$ cat config.mk
export PLATFORM = sky130hd
export DESIGN_NAME = rnd_reseed_buffer
export DESIGN_NICKNAME = d
export VERILOG_FILES = /design/src/rtl/rnd_pkg.sv /design/src/rtl/rnd_fifo.sv /design/src/rtl/rnd_reseed_buffer.sv
export SDC_FILE = /design/constraint.sdc
export NUM_CORES = 2
export LEC_CHECK = 0
export ABC_AREA = 1
export CAP_MARGIN = 5
export CORE_MARGIN = 2
export CORE_UTILIZATION = 35
export DETAILED_ROUTE_END_ITERATION = 10
export GPL_TIMING_DRIVEN = 0
export PLACE_DENSITY = 0.59
export SYNTH_ARGS = -nofsm -noshare
export SYNTH_HDL_FRONTEND = slang
export SYNTH_SLANG_ARGS = --single-unit
$ cat constraint.sdc
create_clock -name clk -period 21.6 [get_ports clk]
set_input_delay 6.48 -clock clk [delete_from_list [all_inputs] [get_ports clk]]
set_output_delay 6.48 -clock clk [all_outputs]
set_load 0.01 [all_outputs]
$ cat src/rtl/rnd_pkg.sv
// Shared types and helpers for the randomness reseed buffer.
package rnd_pkg;

   localparam int SEED_W = 80;

   typedef enum logic [2:0] {
      S_SEED,
      S_START,
      S_WAIT_HI,
      S_WAIT_LO,
      S_RUN
   } state_t;

   // Ceiling log2; returns 0 for v <= 1.
   function automatic int clog2(input int unsigned v);
      int r;
      r = 0;
      while ((64'd1 << r) < 64'(v)) r++;
      return r;
   endfunction

endpackage

$ cat src/rtl/rnd_fifo.sv
// First-word-fall-through FIFO; head always shows the oldest stored word.
module rnd_fifo
   import rnd_pkg::*;
#(
   parameter int W     = 512,
   parameter int DEPTH = 4,
   localparam int AW   = clog2(DEPTH)
) (
   input  logic          clk,
   input  logic          rst,
   input  logic          push,
   input  logic [W-1:0]  wdata,
   input  logic          pop,
   input  logic          flush,
   output logic          full,
   output logic          empty,
   output logic [AW:0]   count,
   output logic [W-1:0]  head
);

   localparam logic [AW:0] FULL_CNT = (AW + 1)'(DEPTH);

   logic [W-1:0]  mem [DEPTH];
   logic [AW-1:0] wr_ptr;
   logic [AW-1:0] rd_ptr;
   logic          do_push;
   logic          do_pop;

   // A full FIFO refuses pushes even when a pop frees a slot this cycle.
   assign do_push = push & ~full;
   assign do_pop  = pop & ~empty;
   assign full    = (count == FULL_CNT);
   assign empty   = (count == '0);
   assign head    = mem[rd_ptr];

   always_ff @(posedge clk or posedge rst) begin
      if (rst) begin
         wr_ptr <= '0;
         rd_ptr <= '0;
         count  <= '0;
      end else if (flush) begin
         wr_ptr <= '0;
         rd_ptr <= '0;
         count  <= '0;
      end else begin
         if (do_push) wr_ptr <= wr_ptr + AW'(1);
         if (do_pop)  rd_ptr <= rd_ptr + AW'(1);
         count <= count + (AW + 1)'(do_push) - (AW + 1)'(do_pop);
      end
   end

   always_ff @(posedge clk) begin
      if (do_push) mem[wr_ptr] <= wdata;
   end

endmodule

$ cat src/rtl/rnd_reseed_buffer.sv
// Buffers PRNG words for a masked AES core and sequences PRNG (re)seeding.
module rnd_reseed_buffer
   import rnd_pkg::*;
#(
   parameter int RND_W         = 512,
   parameter int DEPTH         = 4,
   parameter int RESEED_PERIOD = 1024,
   parameter int CNT_W         = 32
) (
   input  logic              clk,
   input  logic              rst,
   input  logic [SEED_W-1:0] seed_in,
   input  logic              seed_valid,
   output logic              seed_ready,
   input  logic              reseed_req,
   output logic [SEED_W-1:0] prng_seed,
   output logic              prng_start_reseed,
   input  logic              prng_busy,
   input  logic              prng_out_valid,
   output logic              prng_out_ready,
   input  logic [RND_W-1:0]  prng_rnd,
   output logic [RND_W-1:0]  rnd_out,
   output logic              rnd_valid,
   input  logic              rnd_ready,
   output logic [CNT_W-1:0]  words_served,
   output logic              reseed_pending
);

   localparam int AW        = clog2(DEPTH);
   localparam int PW_RAW    = clog2(RESEED_PERIOD + 1);
   localparam int PW        = (PW_RAW < 1) ? 1 : PW_RAW;
   localparam bit PERIOD_EN = (RESEED_PERIOD != 0);
   localparam logic [PW-1:0] PERIOD_MAX = PW'(RESEED_PERIOD);

   state_t           state;
   state_t           state_nxt;
   logic [PW-1:0]    period_cnt;
   logic [AW:0]      fifo_count;
   logic             fifo_full;
   logic             fifo_empty;
   logic [RND_W-1:0] fifo_head;
   logic             running;
   logic             push;
   logic             pop;
   logic             period_hit;
   logic             trigger;

   assign running           = (state == S_RUN);
   assign seed_ready        = (state == S_SEED);
   assign prng_start_reseed = (state == S_START);
   assign reseed_pending    = ~running;

   assign prng_out_ready = running & ~fifo_full;
   assign rnd_valid      = running & (fifo_count != '0);
   assign rnd_out        = (running & ~fifo_empty) ? fifo_head : '0;
   assign push           = prng_out_valid & prng_out_ready;
   assign pop            = rnd_valid & rnd_ready;

   // The pop of the trigger cycle counts, so the last allowed word still goes out.
   assign period_hit = PERIOD_EN && ((period_cnt + PW'(pop)) == PERIOD_MAX);
   assign trigger    = running & (reseed_req | period_hit);

   rnd_fifo #(
      .W     (RND_W),
      .DEPTH (DEPTH)
   ) u_fifo (
      .clk   (clk),
      .rst   (rst),
      .push  (push),
      .wdata (prng_rnd),
      .pop   (pop),
      .flush (trigger),
      .full  (fifo_full),
      .empty (fifo_empty),
      .count (fifo_count),
      .head  (fifo_head)
   );

   always_ff @(posedge clk or posedge rst) begin
      if (rst) state <= S_SEED;
      else     state <= state_nxt;
   end

   always_comb begin
      state_nxt = state;
      case (state)
         S_SEED:    if (seed_valid) state_nxt = S_START;
         S_START:   state_nxt = S_WAIT_HI;
         S_WAIT_HI: if (prng_busy) state_nxt = S_WAIT_LO;
         S_WAIT_LO: if (!prng_busy) state_nxt = S_RUN;
         S_RUN:     if (trigger) state_nxt = S_SEED;
         default:   state_nxt = S_SEED;
      endcase
   end

   always_ff @(posedge clk or posedge rst) begin
      if (rst) begin
         period_cnt   <= '0;
         words_served <= '0;
         prng_seed    <= '0;
      end else begin
         if (trigger)                period_cnt <= '0;
         else if (pop && PERIOD_EN)  period_cnt <= period_cnt + PW'(1);
         if (pop && (words_served != '1)) words_served <= words_served + CNT_W'(1);
         if (seed_ready && seed_valid)    prng_seed <= seed_in;
      end
   end

endmodule

# Yosys cells after proc, flatten, opt, wreduce, memory -nomap -nowiden
# Memory sizes are Yosys's and may differ from the RTL's.
# Index checks and enable logic that the tools add are counted.
# W data, S select, Z words.
[totals] ff_bits=133 ram_bits=2048 inputBits=599 out_inout_bits=629 word_cells=62 n_memories=1
[classes] addsub=7 eq_ne=11 muxes=15 bitwise_logic=12 n_reduce_logical=9
[mem_list] name="u_fifo.mem" words=4 width=512 rd=1 rd_clocked_by_memory_dff=0 write_ports=1 line_no="rnd_fifo.sv:23" source="logic [W-1:0] mem [DEPTH];"
[op_table] operator="$mux W512" n=1
[op_table] operator="$add A32 B1 Y32 const B" n=1
[op_table] operator="$ne A32 B32 Y1 const B" n=1
[op_table] operator="$mux W11" n=2
[op_table] operator="$mux W3" n=5
[op_table] operator="$pmux W3 S5" n=1
[op_table] operator="$add A11 B1 Y11" n=1
[op_table] operator="$add A11 B1 Y11 const B" n=1
[op_table] operator="$eq A11 B11 Y1 const B" n=1
[op_table] operator="$and A1 B1 Y1" n=8
[op_table] operator="$mux W2" n=4
[op_table] operator="$ne A2 B2 Y1 const B" n=4
[op_table] operator="$eq A3 B2 Y1 const B" n=2
[op_table] operator="$eq A3 B3 Y1 const B" n=2
[op_table] operator="$logic_not A3 Y1" n=2
[op_table] operator="$reduce_bool A2 Y1" n=3
[op_table] operator="$add A2 B1 Y2 const B" n=2
[op_table] operator="$reduce_and A4 Y1" n=1
[op_table] operator="$add A3 B1 Y3" n=1
[op_table] operator="$eq A3 B1 Y1 const B" n=1
[op_table] operator="$not A1 Y1" n=3
[op_table] operator="$reduce_bool A3 Y1" n=1
[op_table] operator="$sub A3 B1 Y3" n=1
[op_table] operator="$logic_and A1 B1 Y1" n=2
[op_table] operator="2 further kinds" n=3

# Longest topological paths before layout
[logic_depth] word_depth=9 depth_mapped=18 depth_no_buf=18

# Cells and area by module
# A second synthesis with hierarchy kept.
[unflattened] hier_cells=6695 area_unflattened_um2=85995.0
[modules_own_cells] mod="rnd_fifo" n_inst=1 cells_per_inst=5012 area_per_inst_um2=75781.4 seq_area_each_um2=61674.2
[modules_own_cells] mod="rnd_reseed_buffer" n_inst=1 cells_per_inst=1683 area_per_inst_um2=10213.5 seq_area_each_um2=3153.0

# Worst setup path after synthesis
# Ideal clock, no wire load.
[synth_path] path_type="input-to-reg" from="input prng_out_valid" to="memory u_fifo.mem[0][0], enable pin" setup_time_ns=1.402 t_arrival_ns=27.837 required_ns=20.198 setup_slack_ns=-7.639 path_stages=2 path_buffers=0 cell_sequence="nand2_1 nor2_1"
[synth_via] elab_chain_cells=4
[synth_rtl] item="from (decl)" line_no="rnd_reseed_buffer.sv:19" source="input logic prng_out_valid,"
[synth_rtl] item="$and A1 B1 Y1" line_no="rnd_reseed_buffer.sv:56" source="assign push = prng_out_valid & prng_out_ready;"
[synth_rtl] item="$and A1 B1 Y1" line_no="rnd_fifo.sv:30" source="assign do_push = push & ~full;"
[synth_rtl] item="$mux W1" line_no="rnd_fifo.sv:53" source="if (do_push) mem[wr_ptr] <= wdata;"
[synth_rtl] item="$mux W1 (not written as such)" line_no="rnd_fifo.sv:53"
[synth_rtl] item="to (decl)" line_no="rnd_fifo.sv:23"
# No other way between the ends.

# Final worst setup path
[layout_path] from="register u_fifo.rd_ptr[0]" to="output rnd_out[487]"
[layout_via] elab_chain_cells=2
[layout_rtl] item="from (decl)" line_no="rnd_fifo.sv:25" source="logic [AW-1:0] rd_ptr;"
[layout_rtl] item="from (signal assigned)" line_no="rnd_fifo.sv:47" source="if (do_pop) rd_ptr <= rd_ptr + AW'(1);"
[layout_rtl] item="$mem_v2 Z4 W512"
[layout_rtl] item="$mux W512" line_no="rnd_reseed_buffer.sv:55" source="assign rnd_out = (running & ~fifo_empty) ? fifo_head : '0;"
[layout_rtl] item="to (decl)" line_no="rnd_reseed_buffer.sv:22" source="output logic [RND_W-1:0] rnd_out,"
# No other way between the ends.

==> results.sh <==
export IMPL_grt_usage=0.226
export IMPL_vdd_drop_max_mv=0.0760
export IMPL_rsz0062_at_grt="no"
export IMPL_drt_initial_drc_count=5553
export IMPL_min_period_ns=11.55
export IMPL_final_cell_area_mm2=0.111
export IMPL_criticalPathCategory="reg -> out"
export IMPL_drv_cap=0
export IMPL_post_drt_wl_per_cell_um=24.9
export IMPL_min_period_over_period=0.535
export IMPL_antenna_found_initial=114
export IMPL_top_level_ports=1228
export IMPL_htreeDepth=4
export IMPL_cts_root_buf="clkbuf_16"
export IMPL_drtPass1Iterations=6
export IMPL_initial_core_util=0.352
export IMPL_port_buffers=1227
export IMPL_grt_max_degree=93
export IMPL_wl_met2_um=140000
export IMPL_drc=0
export IMPL_gp_congestion=0.882
export IMPL_cts_setup_buffers=0
export IMPL_ys_top_cells_by_area="edfxtp_1, nor2_1, o21ai_0, dfrtp_1, a21oi_1"
export IMPL_grt_pass1_wl_um=404000
export IMPL_dieArea_mm2=0.246
export IMPL_reg2reg_from="state[1]$_DFFE_PP0P_"
export IMPL_syn_inst=6625
export IMPL_hold_buffers=0
export IMPL_ys_top_cells_by_count="nor2_1, edfxtp_1, o21ai_0, a21oi_1, clkbuf_1"
export IMPL_ys_types=35
export IMPL_arrival_ns=5.07
export IMPL_core_area_mm2=0.241
export IMPL_met1_length_um=110000
export IMPL_grt_overflow_total=0
export IMPL_top_layer_used="met5"
export IMPL_avgSynthCellArea_um2=12.8
export IMPL_rrSetupSlack_ns=17.45
export IMPL_cts_sinks=2181
export IMPL_fill_cells=21437
export IMPL_place_hpwl_um=205000
export IMPL_rr_endpoint="u_fifo.mem[1][172]$_DFFE_PP_"
export IMPL_setup_viol=0
export IMPL_fp_dieH_um=496
export IMPL_async_flop_share=0.0610
export IMPL_drive_gt1_frac=0.0721
export IMPL_drv_slew=0
export IMPL_synth_top_area_share=0.726
export IMPL_ant_nets=0
export IMPL_cts_made_buffers=224
export IMPL_hold_path_class="reg -> reg"
export IMPL_fin_setup_tns_ns=0
export IMPL_fmax_ghz=0.0866
export IMPL_clk_pin_slew_ns=0.07
export IMPL_endpoint="rnd_out[487]"
export IMPL_place_area_mm2=0.103
export IMPL_avgViaCountPerCell=5.05
export IMPL_yosysWarnings=0
export IMPL_leakagePower_nw=36.7
export IMPL_startpoint="u_fifo.rd_ptr[0]$_DFFE_PP0P_"
export IMPL_hold_path_startpoint="prng_seed[71]$_DFFE_PP0P_"
export IMPL_synth_ff_type="edfxtp_1"
export IMPL_area_growth_pct=30.7
export IMPL_critPathCaptureType="output port"
export IMPL_routed_wl_met3_um=28800
export IMPL_ys_seq_area_frac=0.766
export IMPL_required_ns=15.12
export IMPL_fin_worst_skew_ns=0.0704
export IMPL_cts_tree="built"
export IMPL_worst_pin_slew_ns=1.28
export IMPL_cts_resized=0
export IMPL_die_x_um=496
export IMPL_syn_nets=7235
export IMPL_syn_cell_area_mm2=0.0847
export IMPL_hold_viol=0
export IMPL_clock_latency_ns=0.88
export IMPL_cp_start_kind="register"
export IMPL_outcome="finished, final reports clean"
export IMPL_maxSlewHeadroom=0.145
export IMPL_wl_um=289000
export IMPL_p_per_area_mw_per_mm2=107
export IMPL_cp_max_fo=11
export IMPL_ys_seq_elements=2181
export IMPL_nets=8784
export IMPL_yosysMostFrequentCell="nor2_1"
export IMPL_yosysTopAreaCell="edfxtp_1"
export IMPL_rr_worst_depth=13
export IMPL_grt_pass1_vias=56108
export IMPL_clockBufferDepth=3
export IMPL_rows=180
export IMPL_vias=58556
export IMPL_synth_edf_count=2048
==> report_power, final <==
part | total [mW] | internal, mW | leakage, nW | switching [mW]
clock | 3.93 | 2.27 | 3.64 | 1.66
combinational | 3.08 | 1.04 | 13.0 | 2.05
sequential | 4.87 | 4.80 | 20.1 | 0.0751
total | 11.9 | 8.10 | 36.7 | 3.78
==> per-layer routing <==
layer	up-vias	global-route usage
met5	-	0
met4	82	0.0882
met3	510	0.0764
met2	2442	0.371
met1	28795	0.274
li1	26727	-
==> flip-flops by register name, summed over array words and instances (netlist names) <==
register	count
u_fifo.count	3
u_fifo.mem	2048
words_served	32
u_fifo.rd_ptr	2
prng_seed	80
u_fifo.wr_ptr	2
period_cnt	11
state	3
==> how the worst min path moves through the flow <==
stage	endpoint	slack (ns)	depth (start not counted)
2_1_floorplan	words_served[15]$_DFFE_PP0P_	0.54	1
3_3_place_gp	prng_seed[21]$_DFFE_PP0P_	0.49	1
3_5_place_dp	prng_seed[67]$_DFFE_PP0P_	0.49	1
4_1_cts	prng_seed[71]$_DFFE_PP0P_	0.50	1
5_1_grt	prng_seed[71]$_DFFE_PP0P_	0.51	1
6_report	prng_seed[71]$_DFFE_PP0P_	0.50	1
==> critical path, stage by stage, from the launching register on <==
cell             delay [ns]
dfrtp_1                0.36
buf_2                  0.27
inv_2                  0.38
buf_2                  0.61
clkbuf_1               0.75
clkbuf_1               0.55
o21ai_0                0.18
a21oi_1                0.40
clkdlybuf4s50_1        0.64
==> metrics by stage <==
stage                     cells  setup slack [ns]  total power [mW]   util  hold slack (ns)
final                     11605             10.05              11.9  0.460            0.502
after global placement    11037            -27.82              8.12  0.420            0.487
after detailed placement  11132             10.69              8.06  0.428            0.491
after global routing      11574              9.70              12.4  0.460            0.515
after floorplan            6625             -7.64              6.62      -            0.539
after CTS                 11545              9.69              12.0  0.459            0.505
==> layout make-up <==
cell class              count  area [um2]  area share
repair buffers           1323       14400       0.130
clock inverters           144        1640      0.0148
diodes                     59         148     0.00133
inverters                  63         246     0.00223
plain buffers             409        1670      0.0151
clock buffers             269        5830      0.0526
flip-flops and latches   2181       64800       0.586
multi-input cells        3972       18000       0.162
well taps                3185        3990      0.0360
==> cell families after synthesis <==
kind of cell | share of synthesized area
AOI/OAI and AO/OA | 0.0923
xor gates and xnor gates | 0.00424
adders and majority gates | 0.00171
buffers and inverters | 0.0226
DFF | 0.766
muxes | 0.0106
and+or+nand+nor | 0.103
==> layout by cell type (no fill, tap or decap), types with 10 or more instances in the layout <==
cell	count
nor2_1	2109
edfxtp_1	2048
clkdlybuf4s50_1	1227
o21ai_0	1037
a21oi_1	513
clkbuf_1	320
clkbuf_16	226
dfrtp_1	133
nand2_1	106
buf_2	86
mux2_2	80
buf_12	74
diode_2	59
inv_1	58
clkinv_1	54
buf_1	41
clkinv_2	40
xor2_1	33
bufinv_16	29
buf_16	21
nor3_1	20
nand3_1	19
nand4_1	11
ha_1	10
No activity file was read; power rests on OpenSTA's default activity.
